--- src/rtl/wb_resize_pkg.sv ---
// -----------------------------------------------------------------------------
// wb_resize_pkg
// Shared definitions for the sequential Wishbone data-width downsizer:
//   state_t      - FSM state encoding (IDLE, ISSUE, DONE, ERR, RTY)
//   CTI_CLASSIC  - cycle type driven on the narrow bus (classic cycle)
//   BTE_LINEAR   - burst type driven on the narrow bus (linear, unused)
//   lane_count() - number of narrow lanes packed into one wide word
//   log2_ceil()  - ceiling log2, used for lane index and byte-offset widths
// -----------------------------------------------------------------------------
package wb_resize_pkg;

   typedef enum logic [2:0] {
      ST_IDLE  = 3'd0,
      ST_ISSUE = 3'd1,
      ST_DONE  = 3'd2,
      ST_ERR   = 3'd3,
      ST_RTY   = 3'd4
   } state_t;

   localparam logic [2:0] CTI_CLASSIC = 3'b000;
   localparam logic [1:0] BTE_LINEAR  = 2'b00;

   function automatic int lane_count(input int mdw, input int sdw);
      return mdw / sdw;
   endfunction

   function automatic int log2_ceil(input int value);
      int result;
      result = 0;
      for (int i = 0; i < 31; i++) begin
         if ((1 << i) < value) result = i + 1;
      end
      return result;
   endfunction

endpackage

--- src/rtl/wb_lane_select.sv ---
// -----------------------------------------------------------------------------
// wb_lane_select
// Combinational priority encoder over the lane-active mask. Returns the lowest
// active lane whose index is >= start.
//   mask      in  [lanes-1:0] : one bit per narrow lane, 1 = lane has sel bits
//   start     in  [lw:0]      : first index to consider (may equal lanes)
//   lane      out [lw-1:0]    : lowest active lane >= start (0 if none)
//   none_left out             : no active lane at or above start
// start is one bit wider than a lane index so "current lane + 1" can point
// past the last lane without wrapping back to lane 0.
// -----------------------------------------------------------------------------
module wb_lane_select
   import wb_resize_pkg::*;
#(
   parameter int lanes = 4,
   parameter int lw    = 2
) (
   input  logic [lanes-1:0] mask,
   input  logic [lw:0]      start,
   output logic [lw-1:0]    lane,
   output logic             none_left
);

   always_comb begin
      lane      = '0;
      none_left = 1'b1;
      // Walk downwards so the lowest qualifying index is the one that sticks.
      for (int j = lanes - 1; j >= 0; j--) begin
         if (mask[j] && (int'(start) <= j)) begin
            lane      = lw'(j);
            none_left = 1'b0;
         end
      end
   end

endmodule

--- src/rtl/wb_data_resize_seq.sv ---
// -----------------------------------------------------------------------------
// wb_data_resize_seq
// Sequential Wishbone downsizer: one wide master access becomes one narrow
// slave access per active byte-lane group, big-endian lane order (lane 0 is
// the most significant slice). Read data is gathered into a register and a
// single registered ack/err/rty is returned to the master.
//
// Ports
//   wb_clk_i, wb_rst_i         : clock, synchronous active-high reset
//   wbm_adr_i/dat_i/sel_i/we_i : wide master request
//   wbm_cyc_i/stb_i            : master cycle / strobe
//   wbm_cti_i/bte_i            : master burst info (bursts run as single accesses)
//   wbm_dat_o                  : gathered read data (inactive lanes read 0)
//   wbm_ack_o/err_o/rty_o      : one-cycle master response pulses
//   wbs_adr_o/dat_o/we_o       : narrow slave request
//   wbs_cyc_o/stb_o            : slave cycle / strobe
//   wbs_cti_o/bte_o            : always classic / linear
//   wbs_dat_i                  : narrow read data
//   wbs_ack_i/err_i/rty_i      : slave response
//
// Handshake: a master access is taken when cyc&stb are seen in IDLE; the
// slave transfer for a lane completes in any cycle where wbs_stb_o is high and
// the slave raises ack, err or rty (err beats rty beats ack); the master
// transfer completes with exactly one cycle of ack, err or rty. Dropping
// wbm_cyc_i while lanes are in flight abandons the access silently.
// The FSM state is held in the signal `state` (type state_t).
// -----------------------------------------------------------------------------
module wb_data_resize_seq
   import wb_resize_pkg::*;
#(
   parameter int aw  = 32,
   parameter int mdw = 32,
   parameter int sdw = 8
) (
   input  logic              wb_clk_i,
   input  logic              wb_rst_i,
   input  logic [aw-1:0]     wbm_adr_i,
   input  logic [mdw-1:0]    wbm_dat_i,
   input  logic [mdw/8-1:0]  wbm_sel_i,
   input  logic              wbm_we_i,
   input  logic              wbm_cyc_i,
   input  logic              wbm_stb_i,
   input  logic [2:0]        wbm_cti_i,
   input  logic [1:0]        wbm_bte_i,
   output logic [mdw-1:0]    wbm_dat_o,
   output logic              wbm_ack_o,
   output logic              wbm_err_o,
   output logic              wbm_rty_o,
   output logic [aw-1:0]     wbs_adr_o,
   output logic [sdw-1:0]    wbs_dat_o,
   output logic              wbs_we_o,
   output logic              wbs_cyc_o,
   output logic              wbs_stb_o,
   output logic [2:0]        wbs_cti_o,
   output logic [1:0]        wbs_bte_o,
   input  logic [sdw-1:0]    wbs_dat_i,
   input  logic              wbs_ack_i,
   input  logic              wbs_err_i,
   input  logic              wbs_rty_i
);

   localparam int R  = lane_count(mdw, sdw);
   localparam int LW = log2_ceil(R);
   localparam int SB = sdw / 8;            // sel bits / address bytes per lane
   localparam int AB = log2_ceil(mdw / 8); // address bits below one wide word

   state_t          state, state_n;
   logic [LW-1:0]   lane, lane_n;
   logic [aw-1:0]   base_q, base_n;
   logic [mdw-1:0]  dat_q, dat_n;
   logic [R-1:0]    mask_q, mask_n;
   logic            we_q, we_n;
   logic [mdw-1:0]  rd_q, rd_n;

   logic [aw-1:0]   s_adr_n;
   logic [sdw-1:0]  s_dat_n;
   logic            s_we_n, s_cyc_n, s_stb_n;
   logic            m_ack_n, m_err_n, m_rty_n;

   logic            issue;
   logic [aw-1:0]   iss_base;
   logic [mdw-1:0]  iss_dat;
   logic            iss_we;
   logic [LW-1:0]   iss_lane;

   // Burst hints and sub-word address bits have no meaning on the narrow side.
   logic unused_bits;
   assign unused_bits = ^{wbm_cti_i, wbm_bte_i, wbm_adr_i[AB-1:0]};

   // Wide-word-aligned base address of the incoming request.
   logic [aw-1:0] base_in;
   assign base_in = {wbm_adr_i[aw-1:AB], {AB{1'b0}}};

   // A lane is active when any sel bit of its group is set.
   logic [R-1:0] mask_in;
   always_comb begin
      mask_in = '0;
      for (int j = 0; j < R; j++) begin
         mask_in[j] = |wbm_sel_i[mdw/8-1-j*SB -: SB];
      end
   end

   logic [LW-1:0] first_lane, next_lane;
   logic          first_none, next_none;
   logic [LW:0]   next_start;
   assign next_start = {1'b0, lane} + {{LW{1'b0}}, 1'b1};

   wb_lane_select #(.lanes(R), .lw(LW)) u_first_sel (
      .mask      (mask_in),
      .start     ('0),
      .lane      (first_lane),
      .none_left (first_none)
   );

   wb_lane_select #(.lanes(R), .lw(LW)) u_next_sel (
      .mask      (mask_q),
      .start     (next_start),
      .lane      (next_lane),
      .none_left (next_none)
   );

   function automatic logic [aw-1:0] lane_adr(input logic [aw-1:0] base,
                                              input logic [LW-1:0] l);
      return base + aw'(l) * aw'(SB);
   endfunction

   function automatic logic [sdw-1:0] lane_dat(input logic [mdw-1:0] d,
                                               input logic [LW-1:0]  l);
      logic [sdw-1:0] v;
      v = '0;
      for (int j = 0; j < R; j++) begin
         if (l == LW'(j)) v = d[mdw-1-j*sdw -: sdw];
      end
      return v;
   endfunction

   function automatic logic [mdw-1:0] lane_put(input logic [mdw-1:0] d,
                                               input logic [LW-1:0]  l,
                                               input logic [sdw-1:0] v);
      logic [mdw-1:0] r;
      r = d;
      for (int j = 0; j < R; j++) begin
         if (l == LW'(j)) r[mdw-1-j*sdw -: sdw] = v;
      end
      return r;
   endfunction

   // Next-state and next-output logic. Every slave/master output is a flop,
   // so this block computes what they must show in the following cycle.
   always_comb begin
      state_n  = state;
      lane_n   = lane;
      base_n   = base_q;
      dat_n    = dat_q;
      mask_n   = mask_q;
      we_n     = we_q;
      rd_n     = rd_q;
      m_ack_n  = 1'b0;
      m_err_n  = 1'b0;
      m_rty_n  = 1'b0;
      issue    = 1'b0;
      iss_base = base_q;
      iss_dat  = dat_q;
      iss_we   = we_q;
      iss_lane = lane;

      case (state)
         ST_IDLE: begin
            if (wbm_cyc_i && wbm_stb_i) begin
               base_n = base_in;
               dat_n  = wbm_dat_i;
               mask_n = mask_in;
               we_n   = wbm_we_i;
               rd_n   = '0;
               if (first_none) begin
                  state_n = ST_DONE;
                  m_ack_n = 1'b1;
               end else begin
                  // First lane goes out straight from the inputs since the
                  // latches only update at this same edge.
                  state_n  = ST_ISSUE;
                  lane_n   = first_lane;
                  issue    = 1'b1;
                  iss_base = base_in;
                  iss_dat  = wbm_dat_i;
                  iss_we   = wbm_we_i;
                  iss_lane = first_lane;
               end
            end
         end

         ST_ISSUE: begin
            if (!wbm_cyc_i) begin
               state_n = ST_IDLE;
            end else if (wbs_err_i) begin
               state_n = ST_ERR;
               m_err_n = 1'b1;
            end else if (wbs_rty_i) begin
               state_n = ST_RTY;
               m_rty_n = 1'b1;
            end else if (wbs_ack_i) begin
               rd_n = lane_put(rd_q, lane, wbs_dat_i);
               if (next_none) begin
                  state_n = ST_DONE;
                  m_ack_n = 1'b1;
               end else begin
                  lane_n   = next_lane;
                  issue    = 1'b1;
                  iss_lane = next_lane;
               end
            end else begin
               issue = 1'b1;   // slave wait state: hold the current lane
            end
         end

         ST_DONE, ST_ERR, ST_RTY: state_n = ST_IDLE;

         default: state_n = ST_IDLE;
      endcase

      s_cyc_n = issue;
      s_stb_n = issue;
      s_we_n  = issue & iss_we;
      s_adr_n = issue ? lane_adr(iss_base, iss_lane) : '0;
      s_dat_n = (issue && iss_we) ? lane_dat(iss_dat, iss_lane) : '0;
   end

   always_ff @(posedge wb_clk_i) begin
      if (wb_rst_i) begin
         state     <= ST_IDLE;
         lane      <= '0;
         base_q    <= '0;
         dat_q     <= '0;
         mask_q    <= '0;
         we_q      <= 1'b0;
         rd_q      <= '0;
         wbm_ack_o <= 1'b0;
         wbm_err_o <= 1'b0;
         wbm_rty_o <= 1'b0;
         wbs_adr_o <= '0;
         wbs_dat_o <= '0;
         wbs_we_o  <= 1'b0;
         wbs_cyc_o <= 1'b0;
         wbs_stb_o <= 1'b0;
      end else begin
         state     <= state_n;
         lane      <= lane_n;
         base_q    <= base_n;
         dat_q     <= dat_n;
         mask_q    <= mask_n;
         we_q      <= we_n;
         rd_q      <= rd_n;
         wbm_ack_o <= m_ack_n;
         wbm_err_o <= m_err_n;
         wbm_rty_o <= m_rty_n;
         wbs_adr_o <= s_adr_n;
         wbs_dat_o <= s_dat_n;
         wbs_we_o  <= s_we_n;
         wbs_cyc_o <= s_cyc_n;
         wbs_stb_o <= s_stb_n;
      end
   end

   assign wbm_dat_o = rd_q;
   assign wbs_cti_o = CTI_CLASSIC;
   assign wbs_bte_o = BTE_LINEAR;

endmodule

--- config.mk ---
export PLATFORM = sky130hd
export DESIGN_NAME = wb_data_resize_seq
export DESIGN_NICKNAME = d
export VERILOG_FILES = /design/src/rtl/wb_resize_pkg.sv /design/src/rtl/wb_lane_select.sv /design/src/rtl/wb_data_resize_seq.sv
export SDC_FILE = /design/constraint.sdc
export NUM_CORES = 1
export LEC_CHECK = 0
export CAP_MARGIN = 20
export CELL_PAD_IN_SITES_DETAIL_PLACEMENT = 1
export CELL_PAD_IN_SITES_GLOBAL_PLACEMENT = 2
export CORE_ASPECT_RATIO = 1.4
export CORE_MARGIN = 5
export CORE_UTILIZATION = 29
export DETAILED_ROUTE_END_ITERATION = 6
export GPL_ROUTABILITY_DRIVEN = 1
export PLACE_DENSITY = 0.91
export SLEW_MARGIN = 20
export SYNTH_ARGS = -nofsm -noshare
export SYNTH_HDL_FRONTEND = slang
export SYNTH_HIERARCHICAL = 1
export SYNTH_SLANG_ARGS = --single-unit
--- constraint.sdc ---
create_clock -name wb_clk_i -period 6.7 [get_ports wb_clk_i]
set_input_delay 1.675 -clock wb_clk_i [delete_from_list [all_inputs] [get_ports wb_clk_i]]
set_output_delay 1.675 -clock wb_clk_i [all_outputs]
set_load 0.05 [all_outputs]
Word-level counts from Yosys, hierarchy flattened
Cells that the tools add are included.
Widths: inputs -> output; s select.
{ "op_classes": {"bitwise": 5, "eq_ne": 18, "n_reduce_logical": 20, "mux": 73, "addsub": 2, "magnitude_cmp": 4} }
{ "ops": {"columns": ["op", "count"], "rows": [
  ["$mux 32", 11],
  ["$mux 8", 8],
  ["$pmux 32 s2", 1],
  ["$add 32x2->32", 1],
  ["$mux 2", 16],
  ["$reduce_and 7->1", 4],
  ["$mux 1", 27],
  ["$mux 3", 6],
  ["$ne 2x2->1 const B", 9],
  ["$ne 5x5->1 const B", 2],
  ["$eq 2x2->1 const B", 4],
  ["$le 3x1->1 const B", 2],
  ["$le 3x2->1 const B", 2],
  ["$logic_and 1x1->1", 6],
  ["$pmux 3 s2", 1],
  ["$eq 2x1->1 const B", 2],
  ["$logic_not 2->1", 2],
  ["$not 1->1", 4],
  ["$pmux 1 s2", 2],
  ["$pmux 2 s2", 1],
  ["$reduce_or 2->1", 2],
  ["$reduce_or 4->1", 1],
  ["$add 2x1->3 const B", 1],
  ["$eq 3x1->1 const B", 1],
  ["6 further kinds", 6]
]} }
{ "totals": {"register_bits": 149, "word_cells": 139, "output_inout_bits": 83, "in_bits": 89} }

Longest topological paths before layout
{ "logic_depth": {"word_depth": 18, "ltp_mapped": 12, "mapped_depth_nobuf": 11} }

Hierarchy
Netlist, hierarchy kept.
{ "modules_own_cells": {"columns": ["module", "n_inst", "seq_area_each_um2", "cells_per_inst", "area_each_um2"], "rows": [
  ["wb_data_resize_seq", 1, 2982.9, 717, 5982.0],
  ["wb_lane_select", 2, 0.0, 11, 67.6]
]} }

Worst setup path after synthesis
No wires, ideal clock.
{ "synth_timing": {"path_kind": "input to register", "start": "in wbm_sel_i[1]", "end": "reg wbs_dat_o[0]", "slack_ns": 2.877, "required_time_ns": 6.608, "arrival_ns": 3.730, "path_stages": 10, "cell_sequence": "a21bo_1 -> a21o_1 -> and2_1 -> and3b_1 -> buf_2 -> mux2i_1 -> o22ai_1 -> a311oi_4 -> mux2_2 -> o32ai_1"} }
{ "synth_via": {"elab_chain_cells": 11} }
{ "synth_lines": {"columns": ["item", "line_no", "source"], "rows": [
  ["start, declared", "wb_data_resize_seq.sv:39", "input logic [mdw/8-1:0] wbm_sel_i,"],
  ["$mux 1 (*) (3 in a row)", "wb_lane_select.sv:29", "if (mask[j] && (int'(start) <= j)) begin"],
  ["net first_none", "wb_data_resize_seq.sv:104", "logic first_none, next_none;"],
  ["$mux 2", null, null],
  ["$mux 2", "wb_data_resize_seq.sv:169", "if (wbm_cyc_i && wbm_stb_i) begin"],
  ["$pmux 2 s2", "wb_data_resize_seq.sv:167", "case (state)"],
  ["$logic_not 2->1", "wb_data_resize_seq.sv:132", "if (l == LW'(j)) v = d[mdw-1-j*sdw -: sdw];"],
  ["$mux 8 (4 in a row)", "wb_data_resize_seq.sv:132", null],
  ["end signal, assigned", "wb_data_resize_seq.sv:257", "wbs_dat_o <= s_dat_n;"],
  ["end, declared", "wb_data_resize_seq.sv:50", "output logic [sdw-1:0] wbs_dat_o,"]
]} }
The timed path passes the listed nets; every way through them passes the cells marked *.
A chain may end at the register's enable or synchronous reset.

Final worst setup path
{ "layout_timing": {"start": "in wbm_sel_i[1]", "end": "reg wbs_dat_o[7]"} }
Same word-level chain as after synthesis.

==> impl_metrics.py <==
metrics = {
    "critical_path": {
        "crit_required_ns": 7.01,
        "cp-start-kind": "input port",
        "path_class": "in2reg",
        "r2r_slack_ns": 3.16,
        "r2r_end": "wbs_dat_o[7]$_SDFF_PP0_",
        "path_max_fanout": 16,
        "reg2reg_from": "lane[0]$_SDFF_PP0_",
        "end_kind": "flop",
        "arrival_ns": 4.87,
        "reg2regPathDepth": 11,
    },
    "power_and_ir_drop": {
        "p_per_area_nw_per_um2": 249,
        "total_leakage_power_nw": 3.05,
        "ir_drop_mv": 0.152,
        "switching_share_pct": 24.7,
        "clkPwrFrac_pct": 45.6,
        "internal_power_w": 0.00159,
        "pwr-share-comb_pct": 10.7,
        "p_sw_w": 0.000522,
        "p_seq_share_pct": 43.6,
    },
    "sta": {
        "fin_worst_skew_ns": 0.00843,
        "grt_setup_unrepaired": "no",
        "hold_slack_ns": 0.452,
        "worstMarginPinSlew_ns": 0.997,
        "relSlewSlack_pct": 33.5,
        "setup_viol": 0,
        "fin_crit_sh_pct": 68.1,
        "slew_violations": 0,
        "final_hold_viol_count": 0,
        "tns_ns": 0,
        "fmaxAchievable_mhz": 219,
        "period_minus_slack_ns": 4.56,
    },
    "clocking": {
        "clk_pin_slew_ns": 0.06,
        "cts_root_buffer": "clkbuf_16",
        "cts_hold_buf": 0,
        "cts_setup_buffers": 0,
        "clock-sinks": 149,
        "cts-resized-gates": 0,
        "htree_num_levels": 4,
        "cts_tree": "done",
        "clockBufferDepth": 2,
        "clk_latency_ns": 0.41,
        "cts_buffers": 17,
    },
    "floorplanning": {
        "dieArea_um2": 24100,
        "start_util_pct": 29.2,
        "row_count": 63,
        "die_h_um": 182,
        "io_pins": 172,
        "core_um2": 21000,
        "die_w_um": 133,
    },
    "cells_and_area": {
        "final_cell_mix": "nand2_1 (211), clkdlybuf4s50_1 (158), dfxtp_1 (149), a21oi_1 (102), nor2_1 (71)",
        "drive_above_1_share_pct": 6.13,
        "multi_input_area_um2": 2920,
        "fill_cells": 2495,
        "antenna_cells": 0,
        "area_growth_pct": 39.0,
        "final_common_cell": "nand2_1",
        "final_area_um2": 8500,
        "layout.nets": 979,
        "regArea_um2": 2980,
    },
    "logic_synthesis": {
        "synth-seq-cells": 149,
        "yosysWarnings": 6,
        "ys_seq_area_share_pct": 48.8,
        "synth_edf_count": 0,
        "synthCells": 739,
        "async_flop_share_pct": 0,
        "synth_ff_type": "dfxtp_1",
        "avgSynthCellArea_um2": 8.28,
        "synth_cell_type_count": 46,
        "netlist_area_um2": 6120,
    },
    "global_routing": {
        "grtUsageMet2_pct": 28.7,
        "use_met3_pct": 4.32,
        "grt_util_met1_pct": 17.2,
        "grt_max_degree": 84,
        "grt_pass1_vias": 5955,
        "grt_most_used_layer": "met2",
        "track_usage_pct": 15.8,
        "grt_overflow": 0,
        "grt_pass1_wl_um": 30900,
        "antenna_found_initial": 0,
    },
    "flow_run": {
        "drv_cap": 0,
    },
    "detailed_routing": {
        "dr.pass1.iters": 4,
        "wl_per_cell_um": 15.9,
        "wirelength_um": 18500,
        "drcViolationCount": 0,
        "viasPerCell": 4.75,
        "via_count": 5493,
        "first_iter_violations": 165,
        "ant_nets": 0,
    },
    "hold_path": {
        "hp-class": "reg2reg",
        "hold_depth": 2,
        "min_from": "dat_q[27]$_SDFFE_PP0P_",
        "min_to": "dat_q[27]$_SDFFE_PP0P_",
    },
    "placement": {
        "placed_area_um2": 7920,
        "portBuffers": 159,
        "dpl.hpwl_um": 12500,
        "place_congestion": 0.766,
    },
    "status": {
        "status": "finished, final reports clean",
    },
}
[per-stage QoR]
step                      worst slack, ns  total power [W]  utilization [%]  instances
after global routing                 2.01          0.00222             40.6       1157
after floorplan                      2.88          0.00108                -        751
final                                2.14          0.00211             40.6       1157
after CTS                            2.10          0.00215             40.6       1157
after detailed placement             1.66          0.00117             37.8       1127
after global placement               1.71          0.00117             37.8       1127
[metal layers]
metal,up-vias,part of all wire (%)
met4,0,2.3
met2,135,51
met3,25,5.7
met1,2620,41
li1,2713,-
met5,-,0
[sequential cells by signal (all words and copies together) (netlist names)]
signal     flops
base_q        30
we_q           1
wbm_err_o      1
mask_q         4
wbs_dat_o      8
lane           2
wbs_adr_o     32
state          3
dat_q         32
wbs_we_o       1
wbm_ack_o      1
wbs_stb_o      1
wbm_dat_o     32
wbm_rty_o      1
[critical path, cell delays in order]
cell and delay (ns):
clkdlybuf4s50_1 0.49, a21bo_1 0.25, a21o_1 0.20, and2_1 0.19, and3b_1 0.32, mux2i_1 0.21
o22ai_1 0.13, a311oi_4 0.85, mux2_2 0.42, o32ai_1 0.12
[cells in the mapped netlist, types with 5 or more instances]
| library cell | n | area, µm² |
|---|---|---|
| a21oi_1 | 102 | 510 |
| and2_1 | 11 | 68.8 |
| and3_1 | 6 | 37.5 |
| buf_1 | 5 | 18.8 |
| buf_2 | 6 | 30.0 |
| buf_4 | 7 | 52.6 |
| clkbuf_1 | 33 | 124 |
| dfxtp_1 | 149 | 2980 |
| inv_1 | 8 | 30.0 |
| mux2i_1 | 63 | 631 |
| nand2_1 | 211 | 792 |
| nor2_1 | 71 | 267 |
| nor2b_1 | 6 | 37.5 |
| nor3b_1 | 5 | 37.5 |
[power by group through the flow]
stage	logic, W	registers (W)	clock network (W)
CTS	0.000232	0.000922	0.000997
detailed placement	0.000231	0.000942	0
floorplan	0.000125	0.000951	0
global placement	0.000229	0.000941	0
finish	0.000227	0.000922	0.000965
global route	0.000252	0.000925	0.00104
[area by class of cell]
cell class	count	area share (%)
Clock inverter	12	1.84
Inverter	8	0.353
Multi-Input combinational cell	542	34.4
Timing Repair Buffer	168	19.5
Tap cell	260	3.83
Clock buffer	18	5.05
Sequential cell	149	35.1
[cells by family (layout without fill, tap and decap cells)]
group | after synthesis | after routing | synth area share, %
fa+ha+maj | 4 | 4 | 0.818
flops | 149 | 149 | 48.8
other cells | 1 | 13 | 0.0613
compound gates | 130 | 130 | 12.5
mux | 67 | 67 | 11.0
simple gates | 328 | 328 | 22.4
buf+inv | 60 | 206 | 4.36
[how the worst max path moves through the flow]
| stage | startpoint | to | slack, ns | cells past startpoint |
|---|---|---|---|---|
| finish | wbm_sel_i[1] | wbs_dat_o[7]$_SDFF_PP0_ | 2.14 | 10 |
| global route | wbm_sel_i[1] | wbs_dat_o[6]$_SDFF_PP0_ | 2.01 | 11 |
| CTS | wbm_sel_i[1] | wbs_dat_o[7]$_SDFF_PP0_ | 2.10 | 10 |
| detailed placement | wbm_sel_i[1] | wbs_dat_o[6]$_SDFF_PP0_ | 1.66 | 11 |
| global placement | wbm_sel_i[1] | wbs_dat_o[7]$_SDFF_PP0_ | 1.71 | 10 |
| floorplan | wbm_sel_i[1] | wbs_dat_o[0]$_SDFF_PP0_ | 2.88 | 10 |
Note: power is estimated with default switching activity, not from simulation.
